## src/rtl/types_pkg.sv

```systemverilog
// Shared RV32 control-transfer encodings and the per-instruction branch result flags.
package types_pkg;

    localparam logic [6:0] OPC_BRANCH = 7'b1100011;
    localparam logic [6:0] OPC_JAL    = 7'b1101111;
    localparam logic [6:0] OPC_JALR   = 7'b1100111;

    localparam logic [2:0] F3_BEQ  = 3'b000;
    localparam logic [2:0] F3_BNE  = 3'b001;
    localparam logic [2:0] F3_BLT  = 3'b100;
    localparam logic [2:0] F3_BGE  = 3'b101;
    localparam logic [2:0] F3_BLTU = 3'b110;
    localparam logic [2:0] F3_BGEU = 3'b111;

    typedef struct packed {
        logic taken;
        logic mispredict;
    } br_res_t;

endpackage

```

## src/rtl/rob_age_cmp.sv

```systemverilog
// Flags a ROB tag that lies strictly younger than flush_tag and older than the tail,
// measured as wrap-safe distances from flush_tag.
module rob_age_cmp #(
    parameter int unsigned ROB_W = 5
) (
    input  logic [ROB_W-1:0] tag,
    input  logic [ROB_W-1:0] flush_tag,
    input  logic [ROB_W-1:0] curr_rob_tag,
    output logic             kill
);

    logic [ROB_W-1:0] age_tag;
    logic [ROB_W-1:0] age_tail;

    always_comb begin
        age_tag  = tag - flush_tag;
        age_tail = curr_rob_tag - flush_tag;
        kill     = (age_tag != '0) && (age_tag < age_tail);
    end

endmodule

```

## src/rtl/fu_branch_pipe.sv

```systemverilog
// Pipelined branch/jump resolution unit: resolves at issue, then carries the result
// through STAGES elastic registers, discarding entries younger than a flushing branch.
module fu_branch_pipe
    import types_pkg::*;
#(
    parameter int unsigned XLEN   = 32,
    parameter int unsigned ROB_W  = 5,
    parameter int unsigned PREG_W = 7,
    parameter int unsigned STAGES = 2
) (
    input  logic              clk,
    input  logic              reset,
    input  logic              issue_valid,
    output logic              issue_ready,
    input  logic [6:0]        opcode,
    input  logic [2:0]        func3,
    input  logic [XLEN-1:0]   pc,
    input  logic [XLEN-1:0]   imm,
    input  logic [PREG_W-1:0] pd,
    input  logic [ROB_W-1:0]  rob_index,
    input  logic              pred_taken,
    input  logic [XLEN-1:0]   pred_target,
    input  logic [XLEN-1:0]   ps1_data,
    input  logic [XLEN-1:0]   ps2_data,
    input  logic [ROB_W-1:0]  curr_rob_tag,
    input  logic              flush,
    input  logic [ROB_W-1:0]  flush_tag,
    output logic              out_valid,
    input  logic              out_ready,
    output logic              out_we,
    output logic [PREG_W-1:0] out_pd,
    output logic [XLEN-1:0]   out_data,
    output logic [ROB_W-1:0]  out_rob,
    output logic              out_taken,
    output logic [XLEN-1:0]   out_target,
    output logic              out_mispredict,
    output logic [ROB_W-1:0]  out_mispredict_tag
);

    localparam int unsigned LAST = STAGES - 1;

    typedef struct packed {
        logic              we;
        logic [PREG_W-1:0] pd;
        logic [XLEN-1:0]   data;
        logic [ROB_W-1:0]  rob;
        logic [XLEN-1:0]   target;
        br_res_t           res;
    } stage_t;

    stage_t              pipe [STAGES];
    stage_t              stage_in;
    logic [STAGES-1:0]   valid;
    logic [STAGES-1:0]   valid_eff;
    logic [STAGES-1:0]   adv;
    logic [STAGES-1:0]   stage_kill;
    logic                issue_kill;
    logic                issue_fire;

    logic                eq_c;
    logic                lt_s_c;
    logic                lt_u_c;
    logic                taken_c;
    logic                jump_c;
    logic [XLEN-1:0]     link_c;
    logic [XLEN-1:0]     pc_imm_c;
    logic [XLEN-1:0]     jalr_sum_c;
    logic [XLEN-1:0]     target_c;

    // Resolve direction and next PC from the operands presented at issue.
    always_comb begin
        eq_c       = (ps1_data == ps2_data);
        lt_s_c     = ($signed(ps1_data) < $signed(ps2_data));
        lt_u_c     = (ps1_data < ps2_data);
        link_c     = pc + XLEN'(4);
        pc_imm_c   = pc + imm;
        jalr_sum_c = ps1_data + imm;
        taken_c    = 1'b0;
        jump_c     = 1'b0;
        target_c   = link_c;
        case (opcode)
            OPC_BRANCH: begin
                case (func3)
                    F3_BEQ:  taken_c = eq_c;
                    F3_BNE:  taken_c = !eq_c;
                    F3_BLT:  taken_c = lt_s_c;
                    F3_BGE:  taken_c = !lt_s_c;
                    F3_BLTU: taken_c = lt_u_c;
                    F3_BGEU: taken_c = !lt_u_c;
                    default: taken_c = 1'b0;
                endcase
                if (taken_c) target_c = pc_imm_c;
            end
            OPC_JAL: begin
                taken_c  = 1'b1;
                jump_c   = 1'b1;
                target_c = pc_imm_c;
            end
            OPC_JALR: begin
                taken_c  = 1'b1;
                jump_c   = 1'b1;
                target_c = {jalr_sum_c[XLEN-1:1], 1'b0};
            end
            default: ;
        endcase

        stage_in.we             = jump_c && (pd != '0);
        stage_in.pd             = pd;
        stage_in.data           = link_c;
        stage_in.rob            = rob_index;
        stage_in.target         = target_c;
        stage_in.res.taken      = taken_c;
        stage_in.res.mispredict = (taken_c != pred_taken) || (taken_c && (target_c != pred_target));
    end

    for (genvar g = 0; g < STAGES; g++) begin : g_kill
        rob_age_cmp #(.ROB_W(ROB_W)) u_cmp (
            .tag          (pipe[g].rob),
            .flush_tag    (flush_tag),
            .curr_rob_tag (curr_rob_tag),
            .kill         (stage_kill[g])
        );
    end

    rob_age_cmp #(.ROB_W(ROB_W)) u_issue_cmp (
        .tag          (rob_index),
        .flush_tag    (flush_tag),
        .curr_rob_tag (curr_rob_tag),
        .kill         (issue_kill)
    );

    // A stage may move when some stage at or beyond it is (effectively) empty, or the CDB takes the tail.
    always_comb begin
        logic acc;
        acc = out_ready;
        for (int i = STAGES - 1; i >= 0; i--) begin
            valid_eff[i] = valid[i] && !(flush && stage_kill[i]);
            acc          = acc || !valid_eff[i];
            adv[i]       = acc;
        end
    end

    assign issue_ready = !valid[0] || adv[0];
    assign issue_fire  = issue_valid && issue_ready;

    always_ff @(posedge clk or negedge reset) begin
        if (!reset) begin
            valid <= '0;
            for (int i = 0; i < STAGES; i++) pipe[i] <= '0;
        end else begin
            if (adv[0]) begin
                valid[0] <= issue_fire && !(flush && issue_kill);
                if (issue_fire) pipe[0] <= stage_in;
            end else begin
                valid[0] <= valid_eff[0];
            end
            for (int i = 1; i < STAGES; i++) begin
                if (adv[i]) begin
                    valid[i] <= valid_eff[i-1];
                    if (valid_eff[i-1]) pipe[i] <= pipe[i-1];
                end else begin
                    valid[i] <= valid_eff[i];
                end
            end
        end
    end

    // A tail entry killed this cycle must not be seen as a result or a redirect.
    assign out_valid          = valid_eff[LAST];
    assign out_we             = valid_eff[LAST] && pipe[LAST].we;
    assign out_pd             = pipe[LAST].pd;
    assign out_data           = pipe[LAST].data;
    assign out_rob            = pipe[LAST].rob;
    assign out_taken          = pipe[LAST].res.taken;
    assign out_target         = pipe[LAST].target;
    assign out_mispredict     = valid_eff[LAST] && pipe[LAST].res.mispredict;
    assign out_mispredict_tag = out_mispredict ? pipe[LAST].rob : '0;

endmodule

```

## config.mk

```make
export PLATFORM = sky130hd
export DESIGN_NAME = fu_branch_pipe
export DESIGN_NICKNAME = d
export VERILOG_FILES = /design/src/rtl/types_pkg.sv /design/src/rtl/rob_age_cmp.sv /design/src/rtl/fu_branch_pipe.sv
export SDC_FILE = /design/constraint.sdc
export NUM_CORES = 1
export LEC_CHECK = 0
export BUFFER_PORTS_ARGS = -buffer_cell sky130_fd_sc_hd__buf_2
export CORE_ASPECT_RATIO = 0.75
export CORE_MARGIN = 5
export CORE_UTILIZATION = 52
export CTS_BUF_LIST = sky130_fd_sc_hd__clkbuf_8 sky130_fd_sc_hd__clkbuf_16
export DETAILED_ROUTE_END_ITERATION = 10
export PLACE_DENSITY = 0.82
export SLEW_MARGIN = 20
export SYNTH_ARGS = -nofsm -noshare
export SYNTH_HDL_FRONTEND = slang
export SYNTH_SLANG_ARGS = --single-unit
```

## constraint.sdc

```tcl
create_clock -name clk -period 3.55 [get_ports clk]
set_clock_uncertainty 0.2 [all_clocks]
set_input_delay 0.5325 -clock clk [delete_from_list [all_inputs] [get_ports clk]]
set_output_delay 0.5325 -clock clk [all_outputs]
set_load 0.02 [all_outputs]
```

==> metrics.txt <==
Remaining DRCs 0; DR vias 17,140; root buffer cell clkbuf_16; vias in the first global route 15,836; Initial Util 0.525; Num CTS Buffers 17; share of cells above drive strength 1 0.488; Area growth syn-to-layout 54.1%; Die X 200 um; Max clock buf depth 2; Yosys reg bits 160; clock tree sinks 160; Iter 0 DRT Violations 2,330; Vias per Instance 6.42; first-pass GRT wire length 87.2 mm; Final min period 4.16 ns; Chip Height 152 um; status finished with violations; antenna viol nets, final 0; final count of negative-setup-slack endpoints 164; final cell count without fillers 2,671; Synth area leader dfrtp_1; post-DP HPWL 44.4 mm; drt first pass iters 8; Mapped Cells 1,625; initial antenna violation count 6; core area 26,800 um^2; cell total after placement 2,553; WS Path Type reg2reg; RSZ-0062 raised after global routing yes; clk slew on worst S/H paths 0.07 ns; final-report max-slew violation count 0; Slew HR 0.416; global route overflow 0; Final Hold Fails 0; Seq/Total Area, Yosys 0.285; number of synthesized flops with an enable pin 0; share of flip-flops with an asynchronous set or reset 1.00; TritonCTS clock tree yes; Synth Flop Type dfrtp_1; Peak VDD IR 0.701 mV; fillers 1,541; max_cap viols 0; Finished Core Util 0.809; IO Count 284; Synth top cells by count nand2_1 (174), dfrtp_1 (160), ha_1 (122); Reg2Reg Launch Point out_rob[0]; R2R setup slack -0.61 ns; Worst setup EP type flop; Pleak 10.4 nW; Total GRT Usage 0.360; Setup crit start kind flop; post-synthesis cell type count 89; GPL Wtd Cong 1.03; worst hold start pd[5]; worst setup margin -0.613 ns; post-DR wirelength/cell 25.2 um; Mapped Nets 1,951; synthesized area 14,100 um^2; Synth top area share 0.285; Mean Syn Cell Area 8.66 um^2; largest net degree at the start of global routing 85; Worst Hold Depth 3; Port Buffers 283; r2r endpoint pipe[79]; DIE AREA 30,500 um^2; Pwr Density 505 nW/um^2; most frequent cell after synthesis nand2_1; final wirelength 67.4 mm; Worst Path Required 3.68 ns; DP Worst Slack -0.976 ns; # nets final 2,630; CP Max Fanout 7; Final Cycle Share 1.17; yosys warns 0; Std-Cell Rows 52; max frequency 240 MHz; later-pin clock latency in the skew report 0.44 ns; Slew @ Worst Pin 0.870 ns; Tot Pwr 10.9 mW; CTS H-tree depth 4; failing checks setup timing; dominant cells by area after synthesis dfrtp_1 (28%), ha_1 (11%), mux2_2 (7.2%), nand2_1 (4.6%), xnor2_1 (4.2%); Worst EP arrival 4.30 ns; WHS Endpoint pipe[155]; worst hold path type in2reg; worst reg2reg path depth 21
[per-stage QoR]
stage / TNS, ns / hold slack (ns) / cell area, um^2
after floorplan: -0.383 / 0.0369 / 14300
after global placement: -51.81 / 0.252 / 18700
after detailed placement: -62.22 / 0.264 / 18700
after CTS: -1.49 / 0.102 / 20200
after global routing: -59.97 / 0.134 / 21700
final: -50.37 / 0.131 / 21700
[critical path: stages, from the launching register on]
cell	delay (ns)
dfrtp_1	0.40
inv_2	0.08
ha_4	0.12
inv_2	0.05
fa_2	0.37
xor2_1	0.32
ha_1	0.30
o21ai_0	0.12
o21ai_1	0.11
o211ai_1	0.18
a41o_1	0.31
buf_6	0.13
o21ai_4	0.07
buf_6	0.13
buf_6	0.10
buf_6	0.11
buf_6	0.11
buf_12	0.14
clkbuf_16	0.16
or3_1	0.34
o21ai_0	0.11
nor2_1	0.07
[report_power, final]
part	internal [mW]	switching, mW	leakage, nW
logic	2.84	3.18	8.16
clock network	1.02	0.934	0.301
registers	2.42	0.545	1.93
total	6.28	4.66	10.4
[registers in the layout (all words and copies together) (netlist names)]
| name | flops |
|---|---|
| out_taken | 1 |
| out_target | 32 |
| pipe | 81 |
| valid | 2 |
| out_pd | 7 |
| out_rob | 5 |
| out_data | 32 |
[area by class of cell]
class	instances	area, um^2	area share
Sequential cell	160	4000	0.185
Tap cell	351	439	0.0203
Antenna cell	3	7.51	0.000346
Timing Repair Buffer	790	5940	0.274
Inverter	85	335	0.0155
Clock buffer	17	425	0.0196
Multi-Input combinational cell	1250	10300	0.477
Clock inverter	15	188	0.00866
[timing repair]
item | 4_1_cts | 5_1_grt
setup endpoints to repair | 74 | 150
pin swaps | 69 | 60
endpoints found under the hold margin | 69 | 0
hold buffers | 1 | 0
buffers inserted | 31 | 32
resized for setup | 130 | 248
cloned | 2 | 19
[worst max path at each step]
| stage | startpoint | endpoint | slack [ns] | cells past startpoint |
|---|---|---|---|---|
| after floorplan | ps2_data[14] | pipe[79] | -0.38 | 14 |
| after global placement | ps1_data[27] | pipe[79] | -0.90 | 17 |
| after detailed placement | ps1_data[5] | pipe[79] | -0.98 | 14 |
| after CTS | ps1_data[23] | pipe[79] | -0.27 | 16 |
| after global routing | out_rob[2] | pipe[79] | -0.69 | 20 |
| final | out_rob[0] | pipe[79] | -0.61 | 21 |
[per-layer routing]
layer,up-vias,global-route usage,wire (um)
met5,-,0,65
met2,1409,0.559,29400
met4,8,0.130,4510
met3,377,0.0661,7920
met1,8098,0.502,25500
li1,7248,-,-
[cells by family (layout without fill, tap and decap cells)]
kind of cell,after synthesis,in the layout,share of synthesized area
AO/OA/AOI/OAI,433,433,0.209
XOR/XNOR,105,105,0.0654
adder cells (fa/ha/maj),128,128,0.117
buffers and inverters,215,907,0.0783
flip-flops,160,160,0.285
multiplexers,101,101,0.0799
other,0,3,0
AND/OR/NAND/NOR,483,483,0.166
[placed cells by master, fill, tap and decap left out, types with 37 or more instances in the layout]
master	count
mux2_4	52
mux2_2	38
buf_2	264
ha_1	94
buf_4	448
xor2_1	38
nand2_1	143
nor2_1	94
a21oi_1	89
buf_6	38
inv_1	59
dfrtp_1	160
nand3_1	39
xnor2_1	61
a21o_1	37
o21ai_0	53
Note: power is estimated with default switching activity, not from simulation.
